<file path="config.mk">
export PLATFORM = sky130hd
export DESIGN_NAME = cr_kme_drbg_seed_mgr
export DESIGN_NICKNAME = d
export VERILOG_FILES = /design/src/rtl/cr_kme_drbg_seed_mgr_pkg.sv /design/src/rtl/cr_kme_drbg_seed_mgr_slot.sv /design/src/rtl/cr_kme_drbg_seed_mgr.sv
export SDC_FILE = /design/constraint.sdc
export NUM_CORES = 2
export LEC_CHECK = 0
export BUFFER_PORTS_ARGS = -buffer_cell sky130_fd_sc_hd__buf_4
export CORE_AREA = 2 2 635 637
export CTS_CLUSTER_DIAMETER = 60
export DETAILED_ROUTE_END_ITERATION = 12
export DIE_AREA = 0 0 637 639
export SLEW_MARGIN = 20
export SYNTH_ARGS = -nofsm -noshare
export SYNTH_HDL_FRONTEND = slang
export SYNTH_HIERARCHICAL = 1
export SYNTH_SLANG_ARGS = --single-unit
</file>
<file path="constraint.sdc">
create_clock -name clk -period 30.5 [get_ports clk]
set_input_delay 4.575 -clock clk [delete_from_list [all_inputs] [get_ports clk]]
set_output_delay 4.575 -clock clk [all_outputs]
set_load 0.02 [all_outputs]
</file>
<file path="src/rtl/cr_kme_drbg_seed_mgr_pkg.sv">
// Shared types and widths for the DRBG seed manager slice.
package cr_kmePKG;

    localparam int DRBG_KEY_W = 256;
    localparam int DRBG_VAL_W = 128;
    localparam int DRBG_CNT_W = 48;

    typedef enum logic [1:0] {
        IDLE     = 2'd0,
        SELECT   = 2'd1,
        GRANT    = 2'd2,
        WAIT_UPD = 2'd3
    } drbg_seed_mgr_state_e;

endpackage

</file>
<file path="src/rtl/cr_kme_drbg_seed_mgr_slot.sv">
// One seed slot: valid-edge reload, working key/value, generate counter
// and the reseed-interval expiry compare.
module cr_kme_drbg_seed_slot
    import cr_kmePKG::*;
#(
    parameter int KEY_W = DRBG_KEY_W,
    parameter int VAL_W = DRBG_VAL_W,
    parameter int CNT_W = DRBG_CNT_W
) (
    input  logic             clk,
    input  logic             rst,
    input  logic             seed_valid,
    input  logic [KEY_W-1:0] init_key,
    input  logic [VAL_W-1:0] init_value,
    input  logic [CNT_W-1:0] reseed_interval,
    input  logic             grant,
    input  logic             upd_en,
    input  logic [KEY_W-1:0] upd_key,
    input  logic [VAL_W-1:0] upd_value,
    input  logic             clear,
    output logic             loaded,
    output logic             expired,
    output logic [KEY_W-1:0] key,
    output logic [VAL_W-1:0] value
);

    logic             valid_prev;
    logic             valid_rise;
    logic [CNT_W-1:0] count;

    assign valid_rise = seed_valid & ~valid_prev;

    // A zero interval means the seed never expires.
    assign expired = loaded && (reseed_interval != '0) && (count >= reseed_interval);

    // Slot state: a fresh valid edge reloads and beats any in-flight update;
    // dropping valid unloads the slot.
    always_ff @(posedge clk or posedge rst) begin
        if (rst) begin
            valid_prev <= 1'b0;
            loaded     <= 1'b0;
            count      <= '0;
            key        <= '0;
            value      <= '0;
        end else begin
            valid_prev <= seed_valid;
            if (!seed_valid) begin
                loaded <= 1'b0;
            end else if (valid_rise) begin
                key    <= init_key;
                value  <= init_value;
                count  <= '0;
                loaded <= 1'b1;
            end else begin
                if (grant && (count != '1)) begin
                    count <= count + CNT_W'(1);
                end
                if (upd_en && loaded) begin
                    key   <= upd_key;
                    value <= upd_value;
                end
                if (clear) begin
                    loaded <= 1'b0;
                end
            end
        end
    end

endmodule

</file>
<file path="src/rtl/cr_kme_drbg_seed_mgr.sv">
// DRBG seed manager: picks a loaded seed slot, grants its working state to
// the DRBG core, takes the updated state back and signals seed expiry.
module cr_kme_drbg_seed_mgr
    import cr_kmePKG::*;
#(
    parameter int KEY_W = DRBG_KEY_W,
    parameter int VAL_W = DRBG_VAL_W,
    parameter int CNT_W = DRBG_CNT_W
) (
    input  logic             clk,
    input  logic             rst,
    input  logic             seed0_valid,
    input  logic [KEY_W-1:0] seed0_internal_state_key,
    input  logic [VAL_W-1:0] seed0_internal_state_value,
    input  logic [CNT_W-1:0] seed0_reseed_interval,
    input  logic             seed1_valid,
    input  logic [KEY_W-1:0] seed1_internal_state_key,
    input  logic [VAL_W-1:0] seed1_internal_state_value,
    input  logic [CNT_W-1:0] seed1_reseed_interval,
    output logic             seed0_invalidate,
    output logic             seed1_invalidate,
    input  logic             drbg_req,
    output logic             drbg_ack,
    output logic             drbg_no_seed,
    output logic             drbg_seed_id,
    output logic [KEY_W-1:0] drbg_key,
    output logic [VAL_W-1:0] drbg_value,
    input  logic             drbg_upd_valid,
    input  logic [KEY_W-1:0] drbg_upd_key,
    input  logic [VAL_W-1:0] drbg_upd_value
);

    drbg_seed_mgr_state_e state, state_next;

    logic             active_id, active_next, sel_id;
    logic [1:0]       seed_valid, loaded, expired;
    logic [1:0]       grant, upd_en, clear, invalidate;
    logic [KEY_W-1:0] slot_key   [2];
    logic [VAL_W-1:0] slot_value [2];

    logic             ack_next, no_seed_next, id_next;
    logic [KEY_W-1:0] key_next;
    logic [VAL_W-1:0] value_next;

    assign seed_valid       = {seed1_valid, seed0_valid};
    assign seed0_invalidate = invalidate[0];
    assign seed1_invalidate = invalidate[1];

    cr_kme_drbg_seed_slot #(.KEY_W(KEY_W), .VAL_W(VAL_W), .CNT_W(CNT_W)) u_slot0 (
        .clk             (clk),
        .rst             (rst),
        .seed_valid      (seed0_valid),
        .init_key        (seed0_internal_state_key),
        .init_value      (seed0_internal_state_value),
        .reseed_interval (seed0_reseed_interval),
        .grant           (grant[0]),
        .upd_en          (upd_en[0]),
        .upd_key         (drbg_upd_key),
        .upd_value       (drbg_upd_value),
        .clear           (clear[0]),
        .loaded          (loaded[0]),
        .expired         (expired[0]),
        .key             (slot_key[0]),
        .value           (slot_value[0])
    );

    cr_kme_drbg_seed_slot #(.KEY_W(KEY_W), .VAL_W(VAL_W), .CNT_W(CNT_W)) u_slot1 (
        .clk             (clk),
        .rst             (rst),
        .seed_valid      (seed1_valid),
        .init_key        (seed1_internal_state_key),
        .init_value      (seed1_internal_state_value),
        .reseed_interval (seed1_reseed_interval),
        .grant           (grant[1]),
        .upd_en          (upd_en[1]),
        .upd_key         (drbg_upd_key),
        .upd_value       (drbg_upd_value),
        .clear           (clear[1]),
        .loaded          (loaded[1]),
        .expired         (expired[1]),
        .key             (slot_key[1]),
        .value           (slot_value[1])
    );

    // Next-state, slot controls and the registered grant outputs.
    always_comb begin
        state_next   = state;
        active_next  = active_id;
        sel_id       = active_id;
        ack_next     = 1'b0;
        no_seed_next = 1'b0;
        id_next      = 1'b0;
        key_next     = '0;
        value_next   = '0;
        grant        = 2'b00;
        upd_en       = 2'b00;
        clear        = 2'b00;
        invalidate   = 2'b00;
        case (state)
            IDLE: begin
                // The ack cycle of a no-seed answer still sees req high.
                if (drbg_req && !drbg_ack) begin
                    state_next = SELECT;
                end
            end
            SELECT: begin
                if (loaded[active_id] || loaded[~active_id]) begin
                    sel_id      = loaded[active_id] ? active_id : ~active_id;
                    active_next = sel_id;
                    ack_next    = 1'b1;
                    id_next     = sel_id;
                    key_next    = slot_key[sel_id];
                    value_next  = slot_value[sel_id];
                    state_next  = GRANT;
                end else begin
                    ack_next     = 1'b1;
                    no_seed_next = 1'b1;
                    state_next   = IDLE;
                end
            end
            GRANT: begin
                grant[active_id] = 1'b1;
                state_next       = WAIT_UPD;
            end
            WAIT_UPD: begin
                if (drbg_upd_valid) begin
                    upd_en[active_id] = 1'b1;
                    if (expired[active_id] && seed_valid[active_id]) begin
                        invalidate[active_id] = 1'b1;
                        clear[active_id]      = 1'b1;
                    end
                    state_next = IDLE;
                end
            end
            default: state_next = IDLE;
        endcase
    end

    // State, active seed and grant output registers.
    always_ff @(posedge clk or posedge rst) begin
        if (rst) begin
            state        <= IDLE;
            active_id    <= 1'b0;
            drbg_ack     <= 1'b0;
            drbg_no_seed <= 1'b0;
            drbg_seed_id <= 1'b0;
            drbg_key     <= '0;
            drbg_value   <= '0;
        end else begin
            state        <= state_next;
            active_id    <= active_next;
            drbg_ack     <= ack_next;
            drbg_no_seed <= no_seed_next;
            drbg_seed_id <= id_next;
            drbg_key     <= key_next;
            drbg_value   <= value_next;
        end
    end

endmodule

</file>
# After elaboration in Yosys (flattened, before gate mapping)
# Index checks and enable logic that the tools add are counted.
[totals]
reg_bits = 1258
input_bits = 1254
output_inout_bits = 389
word_cells = 120
[op_classes]
n_addsub = 2
magnitude_cmp = 6
n_eq_ne = 9
muxes = 54
bitwise = 6
n_reduce_logical = 26
[ops]
columns = ["cell", "count"]
rows = [
  ["$mux W256", 9],
  ["$mux W128", 9],
  ["$mux W48", 4],
  ["$add A48 B1 Y48 const B", 2],
  ["$ge A48 B48 Y1", 2],
  ["$ne A48 B48 Y1 const B", 2],
  ["$reduce_bool A48 Y1", 2],
  ["$mux W1", 21],
  ["$mux W2", 9],
  ["$reduce_and A2 Y1", 6],
  ["$logic_and A1 B1 Y1", 11],
  ["$pmux W2 S4", 1],
  ["$reduce_bool A2 Y1", 4],
  ["$ne A3 B1 Y1 const B", 2],
  ["$eq A2 B2 Y1 const B", 2],
  ["$lt A1 B2 Y1 const B", 2],
  ["$ne A2 B2 Y1 const B", 2],
  ["$not A1 Y1", 3],
  ["$and A1 B1 Y1", 2],
  ["$eq A2 B1 Y1 const B", 1],
  ["$ge A2 B2 Y1 const B", 1],
  ["$logic_not A2 Y1", 1],
  ["$not A1 Y2", 1],
  ["$demux W1 S1", 1],
  ["3 further kinds", 3],
]

# Logic depth before layout (Yosys ltp)
[logic_depth]
depth_word = 12
depth_mapped = 11
depth_no_buf = 11

# By module
# The synthesis kept the hierarchy.
[modules_own_cells]
columns = ["mod", "n_inst", "cells_per_inst", "area_each_um2", "seq_area_each_um2"]
rows = [
  ["cr_kme_drbg_seed_slot", 2, 2152, 21388.0, 10860.4],
  ["cr_kme_drbg_seed_mgr", 1, 1782, 16889.9, 9759.4],
]

# Worst setup path before layout
# OpenSTA, ideal clock, no wires.
[synth_timing]
kind = "in2out"
from = "input port seed0_reseed_interval[21]"
to = "output port seed0_invalidate"
arrival_time_ns = 6.229
required_time_ns = 25.925
slack_ns = 19.696
stages = 9
n_path_buf = 0
path_cell_list = "inv_1 ha_1 a21o_1 a221o_1 a221oi_1 o21ai_0 o311ai_0 a21oi_1 and3_1"
[synth_between]
elab_chain_cells = 9
word_cells_on_any_way = 10
classes_between = "1 x order compare; 5 x mux; 4 x reduce/logical"
[synth_rtl]
columns = ["element", "line_no", "source"]
rows = [
  ["start: declaration", "cr_kme_drbg_seed_mgr.sv:15", "input logic [CNT_W-1:0] seed0_reseed_interval,"],
  ["branches (longest 2 deep; another with $ge A48 B48 Y1)", "--", ""],
  ["$logic_and A1 B1 Y1 (*)", "cr_kme_drbg_seed_mgr_slot.sv:34", "assign expired = loaded && (reseed_interval != '0) && (count >= reseed_interval);"],
  ["via expired[0]", "cr_kme_drbg_seed_mgr.sv:36", "logic [1:0] seed_valid, loaded, expired;"],
  ["$mux W1 (implied by the code) (*) (2 in a row)", "cr_kme_drbg_seed_mgr.sv:128", "if (expired[active_id] && seed_valid[active_id]) begin"],
  ["$logic_and A1 B1 Y1 (*)", "cr_kme_drbg_seed_mgr.sv:128", ""],
  ["$mux W2 (*)", "cr_kme_drbg_seed_mgr.sv:128", ""],
  ["$mux W2 (*)", "cr_kme_drbg_seed_mgr.sv:126", "if (drbg_upd_valid) begin"],
  ["$mux W2 (*)", "cr_kme_drbg_seed_mgr.sv:99", "case (state)"],
  ["end: declaration", "cr_kme_drbg_seed_mgr.sv:20", "output logic seed0_invalidate,"],
]
# Mark *: on every way through the listed nets, which the timed path passes. The select of a mux whose other input is x is not followed.

# Final worst setup path
[layout_timing]
from = "input port seed0_reseed_interval[15]"
to = "output port seed0_invalidate"
# Same word-level chain as after synthesis.

==> out/results.txt <==
Slowest-stage cell, CP = a21oi_1
WL per Instance = 30.4 µm
via count = 55159
Async S/R FF share, synth = 1.00
Static Leak = 37.6 nW
initial DRC count = 4658
insertion delay to the later sink of the worst-skew pair = 0.90 ns
Bufs and invs on worst path = 3
Synthesized Nets = 7438
Worst slew margin = 0.269
yosys synthesis warning count = 6
setup tns final = 0 ns
share of layout cells above drive strength 1 = 0.271
crit-path max FO = 3
Mapped Area = 0.0597 mm²
FMAX = 0.0838 GHz
setup bufs post-CTS = 0
status = complete, no violations
largest net degree at the start of global routing = 199
placed instance count = 12613
ranking of synthesized cells by area = dfrtp_1 (53%), mux2i_1 (13%), o21ai_0 (9.3%)
layout net count = 8863
area grow syn2layout = 40.5%
most common cell after layout, fill and taps aside = buf_4
Vias/cell = 4.23
RSZ-0062 raised after global routing = false
Layout Utilization = 0.209
clk_skew = 0.0524 ns
DRC viols = 0
Sink Count = 1258
H-Tree Depth = 4
post-route ant nets = 0
post-CTS resize count = 0
DRT Wirelength = 397000 µm
Die Wd = 637 µm
synth unique cells = 61
clk slew on worst S/H paths = 0.05 ns
buffer depth of the longest clock path = 4
Hold/Removal Path Class = reg -> reg
GP Congestion = 1.06
first-pass GRT wire length = 514000 µm
# hold bufs at CTS = 0
gr ovfl total = 0
die height = 639 µm
total power = 0.00569 W
Slew Limit Fails = 0
Die Area = 0.407 mm²
register area share after synthesis = 0.528
VDD IR max = 43.4 µV
drt pass-1 iters = 5
Synth area leader = dfrtp_1
CTS tree = yes
CP Cell Sequence = buf_4, inv_1, ha_1, nand4_1, nor3_1, o2111ai_1, a311oi_1, o311ai_0, a21oi_1, and3_1, buf_4
Final Cycle Share = 0.391
share of Yosys cell area claimed by the top area cell type = 0.528
critical path launch point type = primary input
row count = 233
CP arrival = 7.35 ns
delay-heaviest family, CP = compound AO/OA/AOI/OAI gates
Cell Pwr Density = 67.9 mW/mm²
synthesized instance count = 6086
Tot GR Track Use = 0.187
type of the worst setup path = in -> out
Crit path required time = 25.93 ns
flop-to-flop setup slack = 25.56 ns
flop and latch count out of synthesis = 1258
Fillers = 44130
critical path endpoint category = output port
Syn Area/Cell = 9.80 µm²
Post-synth EDFFs = 0
# IOs = 1643
Initial Util = 0.149
worst slew pin tran = 1.10 ns
fin crit period = 11.93 ns
most frequent cells in the layout = buf_4 (1728), dfrtp_1 (1258), o21ai_0 (1110)
crit-path most repeated cell = buf_4
Main synth FF type = dfrtp_1
vias in the first global route = 53101
CTS root buf = clkbuf_16
Max Cap Viol = 0
CP max stage delay = 0.54 ns
final hold violations = 0
HPWL Detailed = 322000 µm
number of buffers added on ports = 1642
Placeable Area = 0.401 mm²
setup ws final = 18.57 ns
Num CTS Buffers = 182
post-place setup slack = 18.65 ns
Final setup viols = 0
initial antenna violation count = 325
Layout Cells excl Fill = 13055
==> synthesized netlist by cell type, types with 3 or more instances <==
cell type / n
o21ai_0: 1110
and2_0: 4
and3_1: 14
inv_1: 110
nand3_1: 417
buf_2: 146
clkbuf_1: 230
xor2_1: 14
nor2_1: 59
a221o_1: 4
o211ai_4: 6
a21o_1: 6
or4_1: 28
dfrtp_1: 1258
nand2b_1: 18
ha_1: 98
buf_4: 39
a211oi_1: 6
a31oi_1: 4
buf_1: 62
o21ai_1: 82
nand4_1: 36
xnor2_1: 10
o21ai_2: 3
nor3_1: 18
o311ai_0: 4
and4_1: 4
a41o_1: 4
o211ai_1: 22
nor4_1: 34
buf_6: 17
nand2_1: 874
mux2i_1: 779
or3_1: 36
a21oi_1: 465
nor2b_1: 4
o31ai_1: 16
==> stage by stage <==
step | hold slack (ns) | instance area (µm²)
after floorplan | 0.444 | 59700
after global placement | 0.454 | 77200
after detailed placement | 0.463 | 77200
after CTS | 0.476 | 83500
after global routing | 0.490 | 83700
final | 0.471 | 83800
==> registers in the layout (all words and copies together) (netlist names), 48 cells and up, named ones only <==
| signal | count |
|---|---|
| u_slot1/count | 48 |
| u_slot1/value | 128 |
| u_slot0/count | 48 |
| u_slot1/key | 256 |
| drbg_value | 128 |
| u_slot0/key | 256 |
| u_slot0/value | 128 |
| drbg_key | 256 |
==> path summary, 6_finish.rpt <==
kind / startpoint / to / cells after the start
max in group asynchronous: rst / drbg_value[111]$_DFF_PP0_ / 5
worst max register to register: active_id$_DFFE_PP0P_ / u_slot1/key[111]$_DFFE_PP0P_ / 10
min in group asynchronous: rst / drbg_value[27]$_DFF_PP0_ / 2
worst min-delay path: u_slot0/value[71]$_DFFE_PP0P_ / u_slot0/value[71]$_DFFE_PP0P_ / 2
worst max-delay path: seed0_reseed_interval[15] / seed0_invalidate / 11
worst min register to register: u_slot0/value[71]$_DFFE_PP0P_ / u_slot0/value[71]$_DFFE_PP0P_ / 2
==> power by group <==
| group | internal [W] | leakage, nW | switching, W |
|---|---|---|---|
| registers | 0.00193 | 16.2 | 0.000133 |
| logic | 0.000449 | 18.3 | 0.000937 |
| clock network | 0.00135 | 3.07 | 0.000891 |
==> per-layer routing <==
layer	wire, µm	track usage
met1	152000	0.218
met2	185000	0.298
met3	40800	0.0737
met4	19000	0.0940
met5	922	0
==> area by class of cell <==
cell class	count	area [µm²]	area share
Timing Repair Buffer	1737	13200	0.157
Multi-Input combinational cell	4222	25500	0.304
Sequential cell	1258	31500	0.376
Inverter	110	435	0.00519
Tap cell	5287	6620	0.0789
Antenna cell	113	283	0.00337
Clock inverter	92	1310	0.0156
Clock buffer	236	5020	0.0599
==> tightest hold or removal path, stage by stage (launching register included) <==
cell	delay (ns)
dfrtp_1	0.33
nand2_1	0.04
o21ai_0	0.06
==> cell families (layout without fill, tap and decap cells) <==
| family | after synthesis | count (layout) | share of synthesized area |
|---|---|---|---|
| other cells | 0 | 113 | 0 |
| mux | 779 | 779 | 0.131 |
| buf+inv | 606 | 2175 | 0.0458 |
| simple gates | 1564 | 1564 | 0.118 |
| compound gates | 1757 | 1757 | 0.154 |
| fa+ha+maj | 98 | 98 | 0.0206 |
| flops | 1258 | 1258 | 0.528 |
| xor+xnor | 24 | 24 | 0.00352 |
(Power assumes the default switching activity.)
